$ cat config.mk
export PLATFORM = sky130hd
export DESIGN_NAME = field_burst_mux
export DESIGN_NICKNAME = d
export VERILOG_FILES = /design/src/rtl/field_burst_pkg.sv /design/src/rtl/field_select.sv /design/src/rtl/field_burst_mux.sv
export SDC_FILE = /design/constraint.sdc
export NUM_CORES = 1
export LEC_CHECK = 0
export ABC_AREA = 1
export CORE_UTILIZATION = 37
export CTS_CLUSTER_DIAMETER = 50
export DETAILED_ROUTE_END_ITERATION = 7
export MAX_ROUTING_LAYER = met4
export PLACE_DENSITY = 0.61
export REMOVE_ABC_BUFFERS = 1
export SYNTH_ARGS = -nofsm -noshare
export SYNTH_HDL_FRONTEND = slang
export SYNTH_SLANG_ARGS = --single-unit
$ cat constraint.sdc
create_clock -name i_clk -period 3.8 [get_ports i_clk]
set_input_delay 0.76 -clock i_clk [delete_from_list [all_inputs] [get_ports i_clk]]
set_output_delay 0.76 -clock i_clk [all_outputs]
set_load 0.05 [all_outputs]
$ cat src/rtl/field_burst_pkg.sv
// Shared types and helpers for the field burst multiplexer.
// Holds the FSM state encoding and the index wrap helper used by the burst counter.
package field_burst_pkg;

    typedef enum logic {
        ST_IDLE  = 1'b0,
        ST_BURST = 1'b1
    } burst_state_e;

    // Advances an index by one and wraps to zero after num-1, for any num.
    function automatic logic [31:0] wrap_inc(input logic [31:0] idx, input logic [31:0] num);
        return ((idx + 32'd1) >= num) ? 32'd0 : (idx + 32'd1);
    endfunction

endpackage

$ cat src/rtl/field_select.sv
// Combinational field extractor: returns field i_idx of a packed word.
// Indices beyond the last field return zero.
module field_select
    import field_burst_pkg::*;
#(
    parameter int FIELD_W    = 3,
    parameter int NUM_FIELDS = 4,
    parameter int SEL_W      = 2
) (
    input  logic [FIELD_W*NUM_FIELDS-1:0] i_word,
    input  logic [SEL_W-1:0]              i_idx,
    output logic [FIELD_W-1:0]            o_field
);

    always_comb begin
        o_field = '0;
        for (int k = 0; k < NUM_FIELDS; k++) begin
            if (i_idx == SEL_W'(k)) begin
                o_field = i_word[k*FIELD_W +: FIELD_W];
            end
        end
    end

endmodule

$ cat src/rtl/field_burst_mux.sv
// Captures a packed word on request and streams a wrapping run of its fields
// out one beat per downstream handshake, with flush and async reset abort.
module field_burst_mux
    import field_burst_pkg::*;
#(
    parameter int  FIELD_W    = 3,
    parameter int  NUM_FIELDS = 4,
    localparam int SEL_W      = $clog2(NUM_FIELDS)
) (
    input  logic                          i_clk,
    input  logic                          i_rst_n,
    input  logic                          i_valid,
    output logic                          o_ready,
    input  logic [FIELD_W*NUM_FIELDS-1:0] i_data,
    input  logic [SEL_W-1:0]              i_sel,
    input  logic [SEL_W-1:0]              i_len,
    input  logic                          i_flush,
    output logic                          o_valid,
    input  logic                          i_ready,
    output logic [FIELD_W-1:0]            o_data,
    output logic [SEL_W-1:0]              o_idx,
    output logic                          o_last
);

    burst_state_e                  state_q, state_d;
    logic [SEL_W-1:0]              idx_q, idx_d;
    logic [SEL_W-1:0]              rem_q, rem_d;
    logic [FIELD_W*NUM_FIELDS-1:0] cap_q, cap_d;
    logic [FIELD_W-1:0]            out_q, out_d;

    logic                          accept;
    logic                          xfer;
    logic [SEL_W-1:0]              start_idx;
    logic [SEL_W-1:0]              start_len;
    logic [SEL_W-1:0]              idx_next;
    logic [FIELD_W*NUM_FIELDS-1:0] sel_word;
    logic [SEL_W-1:0]              sel_idx;
    logic [FIELD_W-1:0]            sel_field;

    assign accept    = (state_q == ST_IDLE) && i_valid;
    assign xfer      = (state_q == ST_BURST) && i_ready;
    assign start_idx = (32'(i_sel) >= 32'(NUM_FIELDS)) ? '0 : i_sel;
    assign start_len = (32'(i_len) >= 32'(NUM_FIELDS)) ? SEL_W'(NUM_FIELDS - 1) : i_len;
    assign idx_next  = SEL_W'(wrap_inc(32'(idx_q), 32'(NUM_FIELDS)));

    // The single selector serves both the accept cycle (live word) and later beats (captured word).
    assign sel_word  = accept ? i_data : cap_q;
    assign sel_idx   = accept ? start_idx : idx_next;

    field_select #(
        .FIELD_W    (FIELD_W),
        .NUM_FIELDS (NUM_FIELDS),
        .SEL_W      (SEL_W)
    ) u_field_select (
        .i_word  (sel_word),
        .i_idx   (sel_idx),
        .o_field (sel_field)
    );

    always_comb begin
        state_d = state_q;
        idx_d   = idx_q;
        rem_d   = rem_q;
        cap_d   = cap_q;
        out_d   = out_q;
        if (state_q == ST_IDLE) begin
            if (accept) begin
                cap_d   = i_data;
                idx_d   = start_idx;
                rem_d   = start_len;
                out_d   = sel_field;
                state_d = ST_BURST;
            end
        end else begin
            if (xfer) begin
                if (rem_q == '0) begin
                    state_d = ST_IDLE;
                end else begin
                    idx_d = idx_next;
                    rem_d = rem_q - SEL_W'(1);
                    out_d = sel_field;
                end
            end
            // A beat handshaken together with flush still counts as delivered.
            if (i_flush) begin
                state_d = ST_IDLE;
            end
        end
    end

    always_ff @(posedge i_clk or negedge i_rst_n) begin
        if (!i_rst_n) begin
            state_q <= ST_IDLE;
            idx_q   <= '0;
            rem_q   <= '0;
            cap_q   <= '0;
            out_q   <= '0;
        end else begin
            state_q <= state_d;
            idx_q   <= idx_d;
            rem_q   <= rem_d;
            cap_q   <= cap_d;
            out_q   <= out_d;
        end
    end

    assign o_ready = (state_q == ST_IDLE);
    assign o_valid = (state_q == ST_BURST);
    assign o_data  = out_q;
    assign o_idx   = idx_q;
    assign o_last  = (state_q == ST_BURST) && (rem_q == '0);

endmodule

==> results, run 1 <==
- The critical path ends at o_last.
- The worst path needs between 2000 and 3000 ps of the cycle, external delays included.
- The layout has between 200 and 300 filler cells.
- The most common flop cell mapped by yosys is dfrtp_1.
- The endpoint identified for the worst register-to-register timing path is o_data[1].
- For the final routed database, the setup TNS stands at 0 ps.
- The top-level I/O count is 29.
- IR analysis of the VDD net gives a maximum drop of ~0.45 mV.
- The synthesized netlist occupies a cell area of 0.00116 mm2.
- The total cell area at the placement stage is 0.00143 mm2.
- In the global route stage, overall resource usage came out at 0.167.
- The Yosys step of the flow raised 0 warnings.
- For this configuration, the core starts out at a cell density of 0.405.
- The share of post-route cells with drive strength above 1 is 0.190.
- Counting every sink on the clock net gives 20.
- The clock arrives with 8.71 ps of skew.
- The share of total power in sequential cells is 0.330.
- The number of antenna diodes in the final layout is 0.
- The aggregate routed wire length is 2.34 mm.
- The internal portion of the total power is 0.000552 W.
- The total leakage power is approximately 0.72 nW.
- For this run, the post-layout net count is 187.
- The CTS tree is yes.
- The total count of max-transition violations in the final report came to 0.
- The path type of the worst setup path is reg2out.
- The footprint of the multi-input gates is 542 um2.
- The element type at the critical path end is an output pin.
- The count of final hold-check violations is 0.
- The clock slew at the register clock pins of the worst setup and hold paths is 110 ps.
- Of the total power, combinational logic draws 0.552.
- After the first detailed-routing iteration, the DRC count stood at 15.
- Headroom to the max-slew limit came out at 0.394.
- The floorplan step defined a die boundary enclosing roughly 0.0034 mm2.
- In this run the number of H-tree levels came out at 1.
- Sorting the synthesized cells by area gives the leading types as dfrtp_1, nand2_1, nand2_2.
- The floorplan die height is approximately 58 um.
- Setup repair after global routing left no endpoint under its margin.
- Setup violations remaining at the end of the flow were counted as 0.
- Summed over all instances, the cell type with the most area after synthesis is dfrtp_1.
- The power density relative to cell area is 714 mW/mm2.
- For the pin with the worst max-slew slack, the measured transition is 906 ps.
- The first-pass detailed-route iteration total is 4.
- The floorplan has 19 rows.
- Of the available clock period, the critical path in the final layout requires 0.712.
- After clock tree synthesis, the flow added hold-fix buffers numbering 0.
- The critical path required time is roughly 3000 ps.
- The launching element of the worst setup path is o_valid.
- The library cell with the highest instance count after synthesis is nand2_1.
- The clock tree buffer depth is 2.
- The congestion estimate from routability-driven global placement came to 0.808.
- Of the total power, the clock network draws 0.119.
- Gates resized during post-CTS repair numbered 0.
- Buffers added to address setup during post-CTS repair amount to 0.
- After synthesis, the most frequently instantiated cells are nand2_1, dfrtp_1, nand2_2, nand3_1, inv_1.
- Synthesis produced a netlist whose cell count is 136.
- TritonCTS created 3 clock buffers.
- Yosys mapped a number of flops with a built-in enable equal to 0.
- The net switching power is about 0.00050 W.
- The post-layout instance area is 0.00147 mm2.
- STA classifies the critical path startpoint as a register.
- In this run the worst path has a maximum fanout of 8.
- The worst min-delay path category is reg2reg.
- The cell at the root of the clock tree is clkbuf_4.
- The count of state elements after synthesis is 20.
- The synthesis-to-finish area growth is 26.1%.
- Entering global routing, the biggest net connects 21 pins.
- The floorplan step set the die width to 58.1 um.
- The post-layout instance count excluding filler cells is about 200.
- In the synthesized netlist the async set-or-reset flop fraction comes to 1.00.
- Input and output buffers added on the ports amount to 28.
- Overall power consumption after layout is estimated at 0.00105 W.
- The startpoint identified for the worst register-to-register timing path is o_valid.
- The number of antenna violations at the first check in global routing is 0.
- The number of global-route vias before repair is about 900.
- The placeable core region is 0.00288 mm2.
- After detailed placement, the design holds a cell count of ~200.
- For this block, the via count after detailed routing is 930.
- The flow ran to the end, and the final reports show no timing, DRC or antenna violations.
- Once detailed placement completed, the half-perimeter wirelength came to 1.81 mm.
- The share of synthesized area in the top cell type comes to 0.430.
- After detailed routing, the number of remaining DRC violations is 0.
- The net switching share of the total power is 0.473.
- The number of vias per cell after detailed routing is 4.54.
- The minimum setup slack among reg-to-reg paths is 2120 ps.
- Max-cap violations in this run came to 0.
- After global routing the overflow that remains totals 0.
- Measured in cells, the most critical reg-to-reg path has a length of 7.
- For this run, the top clock speed supported by timing is about 370 MHz.
- The critical path arrival is a little under 2000 ps.
- The number of nets with antenna violations after routing is 0.
- After detailed routing, the average wire length per cell comes to between 10 and 15 um.
- The number of different library cells in the post-synthesis netlist is 21.
- The launch instance of the worst min-delay path is cap_q[9].
- The mean area per synthesized cell is 8.56 um2.
- The register area share after synthesis is 0.430.
- At the later pin of the worst-skew pair, clock insertion delay measures just over 300 ps.
- The first global-routing pass estimated ~4.2 mm of wire.
- Summing all flip-flop and latch instances after layout gives 500 um2.
through the flow:
step	setup slack, ps	hold slack, ps	util
2_1_floorplan	1720	445	-
3_3_place_gp	1430	462	0.498
3_5_place_dp	1350	467	0.498
4_1_cts	1070	493	0.510
5_1_grt	975	525	0.510
6_report	1100	488	0.510
worst min path at each step:
stage                     end  slack, ps  cells after the start
finish               cap_q[9]        490                      2
global placement    cap_q[10]        460                      2
detailed placement   cap_q[9]        470                      2
global route         cap_q[3]        530                      2
floorplan           cap_q[10]        450                      2
CTS                  cap_q[9]        490                      2
flip-flops by register name (all words and copies together) (netlist names):
signal / cells
cap_q: 12
o_data: 3
o_idx: 2
o_valid: 1
rem_q: 2
critical path, cell delays in order (launching register included):
cell and delay (ps):
dfrtp_1 670, nand2_1 100, inv_1 70, clkdlybuf4s50_1 790
power groups by stage:
stage	logic (W)	registers (W)	clock network (W)
after floorplan	0.000322	0.000436	0
after global placement	0.000568	0.000347	0
after global routing	0.000646	0.000353	0.000136
after detailed placement	0.000582	0.000349	0
final	0.000578	0.000345	0.000124
after CTS	0.000586	0.000345	0.000128
layer usage:
| layer | vias up | track usage | wire length, um |
|---|---|---|---|
| met3 | 2 | 0.0424 | 84 |
| met1 | 432 | 0.218 | 1180 |
| met5 | - | - | 0 |
| met2 | 16 | 0.256 | 1050 |
| li1 | 480 | - | - |
| met4 | 0 | 0.0510 | 27 |
layout by cell type, fill, tap and decap left out, drive strengths merged:
master,count
clkbuf,4
a31oi,1
inv,13
clkdlybuf4s50,28
ha,2
dfrtp,20
nand3,14
o211ai,1
o21ai,12
nor2,4
nand2,64
cell type report:
class	count	area share
clock buffers	4	0.0247
flip-flops and latches	20	0.341
repair buffers	28	0.191
multi-input cells	98	0.369
well taps	42	0.0358
inverters	13	0.0384
kinds of logic (layout without fill, tap and decap cells):
| kind of cell | count (synthesis) | after routing | share of synthesized area |
|---|---|---|---|
| and+or+nand+nor | 82 | 82 | 0.381 |
| DFF | 20 | 20 | 0.430 |
| adders and majority gates | 2 | 2 | 0.0215 |
| buffers and inverters | 18 | 45 | 0.104 |
| AOI/OAI and AO/OA | 14 | 14 | 0.0634 |
No activity file was read; power rests on OpenSTA's default activity.
==> run 2, diff against run 1 <==
- clock period: 3.8 -> 2.6 ns (I/O delays scaled with it)
==> run 2 against run 1 <==
Net effect:
- cell area grew 0.51%
- non-clock buffer count grew 1
- total power grew 46%
- critical path depth is the same
- register-to-register slack lost 1200 ps
- clock power grew 48%
- sequential share of layout area shrank 0.17 points
- routed wire length shrank 0.30%
- die area is the same
- combinational power grew 45%
==> results, run 2 (synthesis results as in run 1) <==
- The top register by number of flip-flops is cap_q (unchanged).
- The post-layout instance count excluding filler cells is 206 (was 205).
- The first-iteration detailed-routing DRC count is 31 (was 15).
- The x dimension of the die is 58.1 um (unchanged).
- The share of post-route cells with drive strength above 1 came to 0.195 (was 0.190).
- Series of cell instances along the critical path: nand2_1, inv_1, clkdlybuf4s50_1 (unchanged).
- The synthesis-to-finish area growth is 26.8% (was 26.1%).
- The critical path required time came to 2080 ps (was 3040 ps).
- The post-cts resize count was 0 (unchanged).
- The number of antenna violations at the first check in global routing was 0 (unchanged).
- The number of buffers added by the clock tree synthesis step was 3 (unchanged).
- The clock slew at the register clock pins of the worst setup and hold paths is 110 ps (about the same).
- The maximum frequency from static timing analysis is between 400 and 500 MHz.
- The floorplan die area is 0.00337 mm2 (unchanged).
- The cell class contributing the biggest share of worst-path delay is buffers and inverters (unchanged).
- The number of nets at the end of the flow is 188 (was 187).
- The power density relative to cell area is 1030 mW/mm2 (was 714 mW/mm2).
- The number of global-route vias before repair is 891 (was 915).
- The utilization after layout came to 0.513 (was 0.510).
- The placed cell count came to 202 (was 201).
- The path type of the worst setup path is reg2out (unchanged).
- The final setup violation count is 0 (unchanged).
- The footprint of the multi-input gates is 542 um2 (unchanged).
- Status: completed (unchanged).
- The clock tree buffer depth came to 2 (unchanged).
- The overall fraction of global-route tracks in use is 0.170 (was 0.167).
- The site row count was 19 (unchanged).
- The leading cell type in the layout, fill and taps excluded was nand2_1 (unchanged).
- The shortest period the worst path allows is between 2000 and 2500 ps.
- The total leakage power was 0.721 nW (was 0.717 nW).
- The final worst clock skew was 3.02 ps (was 8.71 ps).
- The actual slew at the worst max-slew pin was 501 ps (was 906 ps).
- The pin count of the biggest net entering global routing is 21 (unchanged).
- The element type at the critical path end is an output pin (unchanged).
- The diode insertion count for antenna repair is 0 (unchanged).
- The clock sink total is 20 (unchanged).
- The clock insertion delay at the later pin of the skew report was 300 ps (was 310 ps).
- The fill cell total of the finished layout is 281 (was 286).
- The floorplan die height is 58.1 um (unchanged).
- The total via count in the routed design was 918 (was 930).
- The per-cell routed wire length is 11.3 um (was 11.4 um).
- The relative slew slack was 0.665 (was 0.394).
- The aggregate routed wire length is 2.33 mm (was 2.34 mm).
- The first-pass GRT wire length is 4.13 mm (was 4.15 mm).
- The effective utilization at floorplan is 0.405 (unchanged).
- RSZ-0062 raised after global routing: false (unchanged).
- The peak ir drop on the vdd network is 0.656 mV (was 0.453 mV).
- The number of vias per cell after detailed routing is 4.46 (was 4.54).
- The number of nets with antenna violations after routing is 0 (unchanged).
- The number of H-tree branching levels came to 1 (unchanged).
- The total grt overflow is 0 (unchanged).
- The placeable core region is 0.00288 mm2 (unchanged).
- The DRC violation count after routing is 0 (unchanged).
- The maximum cell stage delay along the critical path came to 790 ps (about the same).
- The worst-path maximum fanout is 8 (unchanged).
- The max-capacitance violation count came to 0 (unchanged).
- Dividing the final minimum period by the clock period gives 0.945.
- The total setup buffers inserted after CTS is 0 (unchanged).
- The startpoint class of the critical path is a register (unchanged).
- The cell at the root of the clock tree was clkbuf_4 (unchanged).
- The total buffers and inverters traversed by the critical path is 2 (unchanged).
- The worst min-delay path category is reg2reg (unchanged).
- The routability congestion estimate is 0.806 (was 0.808).
- The CTS tree was yes (unchanged).
- The critical path arrival is 1940 ps (about the same).
- The worst hold slack after final layout came to 491 ps (was 488 ps).
- The sequential cell area is 500 um2 (unchanged).
- The first-pass detailed-route iteration total was 4 (unchanged).
- The count of final hold-check violations came to 0 (unchanged).
- The cell with the largest stage delay on the worst path is clkdlybuf4s50_1 (unchanged).
- The number of buffers added on ports is 28 (unchanged).
- The total negative setup slack came to 0 ps (unchanged).
- The number of flip-flops under the largest register name is 12 (unchanged).
- The total count of max-transition violations in the final report is 0 (unchanged).
- The top-level I/O count is 29 (unchanged).
- The number of buffers inserted for hold repair after clock tree synthesis is 0 (unchanged).
- The placed wire-length estimate after detailed placement is 1.78 mm (was 1.81 mm).
- Commonest cells after routing, fill and taps aside: nand2_1, clkdlybuf4s50_1, dfrtp_1, nand2_2, nand3_1 (unchanged).
==> run 2: changes by cell type in the layout (fill, tap and decap cells not counted), sizes merged <==
cell,delta
buf,+1
==> run 2: power by group <==
part	internal (W)	switching, W
combinational	0.000299	0.000540
clock	0.0000855	0.0000986
sequential	0.000423	0.0000790
==> run 2: per-layer routing <==
layer,up-vias,share of wire,global-route usage,wire [um]
li1,482,-,-,-
met1,416,0.49,0.228,1140
met2,18,0.45,0.243,1060
met3,2,0.039,0.0424,92
met4,0,0.018,0.0714,42
met5,-,0,-,0
==> run 2: final cells by class <==
class | instances | area share
clock buffer | 4 | 0.0246
inverter | 13 | 0.0382
multi-input combinational | 98 | 0.367
sequential | 20 | 0.339
tap | 42 | 0.0356
timing repair buffer | 29 | 0.195
==> run 2: path summary, 6_finish.rpt <==
kind / slack [ps] / start / cells past startpoint / end
hold reg to reg: 490 / cap_q[11] / 2 / cap_q[11]
setup / recovery: 140 / o_valid / 3 / o_last
setup reg to reg: 940 / o_valid / 9 / o_data[1]
max in group asynchronous: 1860 / i_rst_n / 2 / cap_q[8]
hold / removal: 490 / cap_q[11] / 2 / cap_q[11]
min in group asynchronous: 540 / i_rst_n / 2 / rem_q[0]
==> run 2: worst min-delay path, cell delays in order (launching register included) <==
cell and delay, ps:
dfrtp_1 340, nand2_1 50, nand2_1 70
==> run 2: stage by stage <==
stage	instance area, um2	setup slack, ps	power [W]
after global routing	1480	51.5	0.00166
after detailed placement	1440	429	0.00135
after CTS	1480	106	0.00154
after floorplan	1100	747	0.00111
final	1480	143	0.00153
after global placement	1440	469	0.00134
==> patch 1 (config.mk and constraints of run 2) <==
Make the reset (`i_rst_n`) synchronous in one clocked block. Comments in the files are not updated.
--- a/src/rtl/field_burst_mux.sv
+++ b/src/rtl/field_burst_mux.sv
@@ -90,3 +90,3 @@
 
-    always_ff @(posedge i_clk or negedge i_rst_n) begin
+    always_ff @(posedge i_clk) begin
         if (!i_rst_n) begin
Behaviour: differs if i_rst_n is asserted again (counterexample within 4 cycles, from zero or initial values and one cycle with i_rst_n low); with i_rst_n held inactive, the same outputs for 10 cycles.
==> patch 1 against run 2 <==
  * First-iteration DRC count is 65% lower
  * Count of clock-buffer cells in the layout unchanged
  * Largest cell class unchanged
  * Routed wire length decreased by 8.0%
  * Critical path type unchanged
  * Global-route usage down 0.15 points
  * Worst setup slack improved by 0.12 ns
  * Register-to-register slack worse by 0.11 ns
  * Synthesized area is 14% lower
  * Sequential cell count did not move
  * Cell area is 9.9% lower
  * Non-clock buffer count decreased by 1
Power is not compared: it rests on default switching activity, and its combinational part moved more than twofold at a synthesized area within 25%.
==> patch 1: results (changes against run 2) <==
[global_route]
grt_use_total=0.168  ; -0.00151
grt_pass1_vias=839  ; -5.8%
grt_pass1_wl_mm=3.39  ; -18%
grt_max_degree=21  ; unchanged

[critical_path]
cpPeakStageDelay_ns=0.79  ; about the same
rr_startpoint=o_valid
arrival_ns=1.82  ; -0.12 ns
cp_slowest_cell=clkdlybuf4s50_1
rrSetupSlack_ns=0.83  ; -0.11 ns
crit_fanout=3  ; -5
r2r-end=o_data[2]

[place]
port_buffers=28  ; unchanged
dpl.hpwl_mm=1.64  ; -7.7%
gp_congestion=0.776  ; -3.7%
place_area_mm2=0.00129  ; -10%

[logic_synthesis]
synth_common_cells=47 x nand2_1, 20 x dfxtp_1, 18 x nand3_1, 13 x a21oi_1, 10 x inv_1
synth_area_leaders=dfxtp_1 40%, nand2_1 18%, nand3_1 9.0%
yosysSeqAreaShare=0.400  ; -0.0306
async_flop_share=0  ; -1.00
yosysUniqueCellTypes=20  ; -4.8%
syn_area_mm2=0.00100  ; -14%
synthAdderAreaFrac=0.0250  ; +0.00346
synth_compound_area_frac=0.152  ; +0.0889
synth_top_family_by_area=simple AND/OR/NAND/NOR gates
synth_warnings=0  ; unchanged
synth_most_common_cell=nand2_1
synth_flop_cell=dfxtp_1
yosys.area_share.xor_xnor=0  ; unchanged

[power_and_ir_drop]
p_sw_uw=242

[drt]
drt_iter0_drc=11  ; -65%
route.vias.total=998  ; +8.7%
post_drt_wl_per_cell_um=10.4  ; -8.5%

[clock_tree]
cts_max_level=1  ; unchanged
clk_path_buf_depth=2  ; unchanged
post_cts_resized=0  ; unchanged
clockRootBuffer=clkbuf_4

[hold_path]
hold_path.startpoint=cap_q[6]
min_to=cap_q[6]

[finish]
fin_nets=201  ; +6.9%
largest_register_ffs=12  ; unchanged
regMostFlops=cap_q
drive_gt1_frac=0.102  ; -0.0934
fill_cells=259  ; -7.8%

[status]
outcome=complete, no violations

[sta]
finClkSkew_ns=0.00504  ; +0.00202 ns
max-slew-margin-rel=0.670  ; +0.00481

[patch 1: changes by cell type in the layout (fill, tap and decap cells not counted), sizes merged]
cell / delta
nor2: +2
a31oi: +2
o21ai: -3
clkinv: +1
nand3: +4
buf: -1
nand2: -11
a211o: +1
a211oi: +2
dfrtp: -20
inv: +4
dfxtp: +20
a21oi: +13
o211ai: -1
[patch 1: kinds of logic (layout without fill, tap and decap cells)]
logic type / after synthesis / in the layout
flops: 20 / 20
compound gates: 28 / 28
buf+inv: 22 / 50
fa+ha+maj: 2 / 2
simple gates: 77 / 77
[patch 1: power groups by stage]
stage	registers [uW]	logic, uW	clock network (uW)
3_3_place_gp	349	225	0
5_1_grt	346	251	200
2_1_floorplan	378	119	0
4_1_cts	343	228	186
3_5_place_dp	350	227	0
6_report	343	227	177
[patch 1: cell type report]
class	count	area share
clock buffers	4	0.0273
inverters	18	0.0508
multi-input cells	107	0.381
flip-flops and latches	20	0.301
well taps	30	0.0282
repair buffers	28	0.211
[patch 1: worst max path at each step]
| stage | from | to | slack (ns) | cells after the start |
|---|---|---|---|---|
| after floorplan | o_valid | o_data[2] | 0.58 | 9 |
| after detailed placement | i_valid | o_data[2] | 0.36 | 8 |
| after CTS | rem_q[0] | o_last | 0.25 | 5 |
| after global routing | rem_q[0] | o_last | 0.14 | 5 |
| after global placement | i_valid | o_data[2] | 0.42 | 8 |
| final | rem_q[0] | o_last | 0.26 | 5 |
[patch 1: metrics by stage]
step / total power [uW] / utilization / setup WS [ns] / cells / hold slack [ns]
finish: 746 / 0.527 / 0.261 / 207 / 0.476
detailed placement: 577 / 0.512 / 0.359 / 203 / 0.464
global placement: 574 / 0.512 / 0.415 / 203 / 0.457
floorplan: 497 / - / 0.575 / 145 / 0.447
CTS: 758 / 0.527 / 0.252 / 207 / 0.481
global route: 797 / 0.527 / 0.137 / 207 / 0.491
[patch 1: tightest hold or removal path, cell delays in order, from the launching register on]
cell	delay [ns]
dfxtp_1	0.31
nand2_1	0.07
a21oi_1	0.06
[patch 1: layer usage]
| layer | GRT usage | share of wire | vias up | wire length, um |
|---|---|---|---|---|
| li1 | - | - | 540 | - |
| met3 | 0.0508 | 0.044 | 2 | 95 |
| met2 | 0.290 | 0.46 | 20 | 988 |
| met5 | - | 0 | - | 0 |
| met1 | 0.189 | 0.49 | 436 | 1060 |
| met4 | 0.0385 | 0.0019 | 0 | 4 |
==> patch 2 (config.mk and constraints of run 2) <==
Made on the original files. `NUM_FIELDS` is set to 4 in 2 places; all go to 16.
--- a/src/rtl/field_select.sv
+++ b/src/rtl/field_select.sv
@@ -6,3 +6,3 @@
     parameter int FIELD_W    = 3,
-    parameter int NUM_FIELDS = 4,
+    parameter int NUM_FIELDS = 16,
     parameter int SEL_W      = 2
--- a/src/rtl/field_burst_mux.sv
+++ b/src/rtl/field_burst_mux.sv
@@ -6,3 +6,3 @@
     parameter int  FIELD_W    = 3,
-    parameter int  NUM_FIELDS = 4,
+    parameter int  NUM_FIELDS = 16,
     localparam int SEL_W      = $clog2(NUM_FIELDS)
Ports: changed (resized i_data, i_len, i_sel and o_idx); port bits go from 29 to 71. The function was not compared with the original's and may differ.
==> patch 2 against run 2 <==
  * Synthesized area rose to 2.7 times the old value
  * Routed wire length rose to 3.2 times the old value
  * Cell count increased to 2.9 times the old value
  * Worst setup slack gained 0.12 ns
  * Sequential cell count grew 40
  * Register-to-register slack got worse by 0.53 ns
  * Sequential share of layout area is 1.6 points higher
  * Cell area increased to 2.9 times the old value
  * Power rose to 2.8 times the old value
  * Via count grew to 3.0 times the old value
  * Combinational power up 140%
==> patch 2: results (changes against run 2) <==
[status]
outcome=complete, no violations

[clock_tree]
cts_buffers=9  ; +6
cts.clk_slew.worst_paths_ns=0.07  ; -0.04 ns
clock_latency_ns=0.34  ; +0.04 ns

[critical_path]
crit_family=simple AND/OR/NAND/NOR gates
arrival_ns=2.57  ; +0.63 ns
crit_fanout=9  ; +1
cpPeakStageDelay_ns=0.58  ; -0.21 ns
reg2reg_depth=17  ; +8

[global_route]
grt_pass1_vias=2630  ; +200%
met2_usage=0.289  ; +0.0459
grt_max_degree=36  ; +71%
use_met1=0.244  ; +0.0164

[logic_synthesis]
yosysUniqueCellTypes=37  ; +76%
yosysSeqAreaShare=0.472  ; +0.0423
yosys.area_share.xor_xnor=0.00551  ; +0.00551
synth_mux_area_frac=0.00315  ; +0.00315
synth_compound_area_frac=0.0602  ; -0.00320
synth_area_leaders=dfrtp_1 47%, nand2_1 22%, nand4_1 3.0%

[drt]
wirelength_mm=7.51  ; +220%
route.vias.total=2775  ; +200%
met3RoutedLength_um=354  ; +280%
vias_per_cell=4.65  ; +4.3%
wl_met2_mm=3.45  ; +230%
m1WireLength_mm=3.64  ; +220%
drt-pass1-iter-count=5  ; +1

[place]
port_buffers=70  ; +150%
dpl.hpwl_mm=5.60  ; +210%
placedCellCount=581  ; +190%
gp_congestion=0.805  ; -0.12%

[power_and_ir_drop]
ir_drop_uv=510  ; -22%
p_leak_uw=0.00205  ; +180%

[hold_path]
hold_class=input port to asynchronous set/reset pin

[sta]
finClkSkew_ns=0.00897  ; +0.00595 ns

[finish]
largest_register_ffs=48  ; +36

[patch 2: cell types whose count changed after synthesis, sizes merged, moves of 2 or more]
cell / change
nand2: +132
dfrtp: +40
nor2: +26
inv: +17
nand4: +15
a21oi: +10
buf: +8
or2: +8
a31oi: +4
and2: +2
o21ai: +2
xor2: +2
[patch 2: cells by family after synthesis]
group / Yosys count
buffers and inverters: 44
and+or+nand+nor: 264
AOI/OAI and AO/OA: 34
adders and majority gates: 2
xor gates and xnor gates: 2
DFF: 60
muxes: 1
[patch 2: through the flow]
step	hold WS, ns	setup WS, ns	power (uW)	cell area, um2	TNS (ns)
after global routing	0.232	0.0833	4520	4230	0
after floorplan	0.224	-0.209	2750	3080	-0.594
after global placement	0.458	-0.0659	3360	4030	-0.0659
after CTS	0.206	0.00326	4240	4220	0
after detailed placement	0.463	-0.0961	3390	4030	-0.0961
final	0.196	0.260	4200	4230	0
[patch 2: path summary, 6_finish.rpt]
| check | to | slack [ns] | startpoint |
|---|---|---|---|
| hold / removal | cap_q[8] | 0.20 | i_rst_n |
| hold reg to reg | cap_q[35] | 0.48 | cap_q[35] |
| setup / recovery | o_data[2] | 0.26 | i_valid |
| min in group i_clk | cap_q[35] | 0.48 | cap_q[35] |
| max in group asynchronous | cap_q[27] | 1.80 | i_rst_n |
| setup reg to reg | o_data[2] | 0.41 | o_idx[0] |
[patch 2: area by class of cell]
type	count	area [um2]
Tap cell	105	131
Clock buffer	10	128
Sequential cell	60	1500
Timing Repair Buffer	83	821
Inverter	30	128
Multi-Input combinational cell	303	1450
Fill cell	817	4030
Clock inverter	6	63.8
[patch 2: report_power, final]
group	leakage (uW)	total, uW	switching (uW)	internal [uW]
clock network	0.0000927	828	385	442
logic	0.00123	2040	1280	757
registers	0.000727	1330	127	1200
total	0.00205	4200	1800	2400
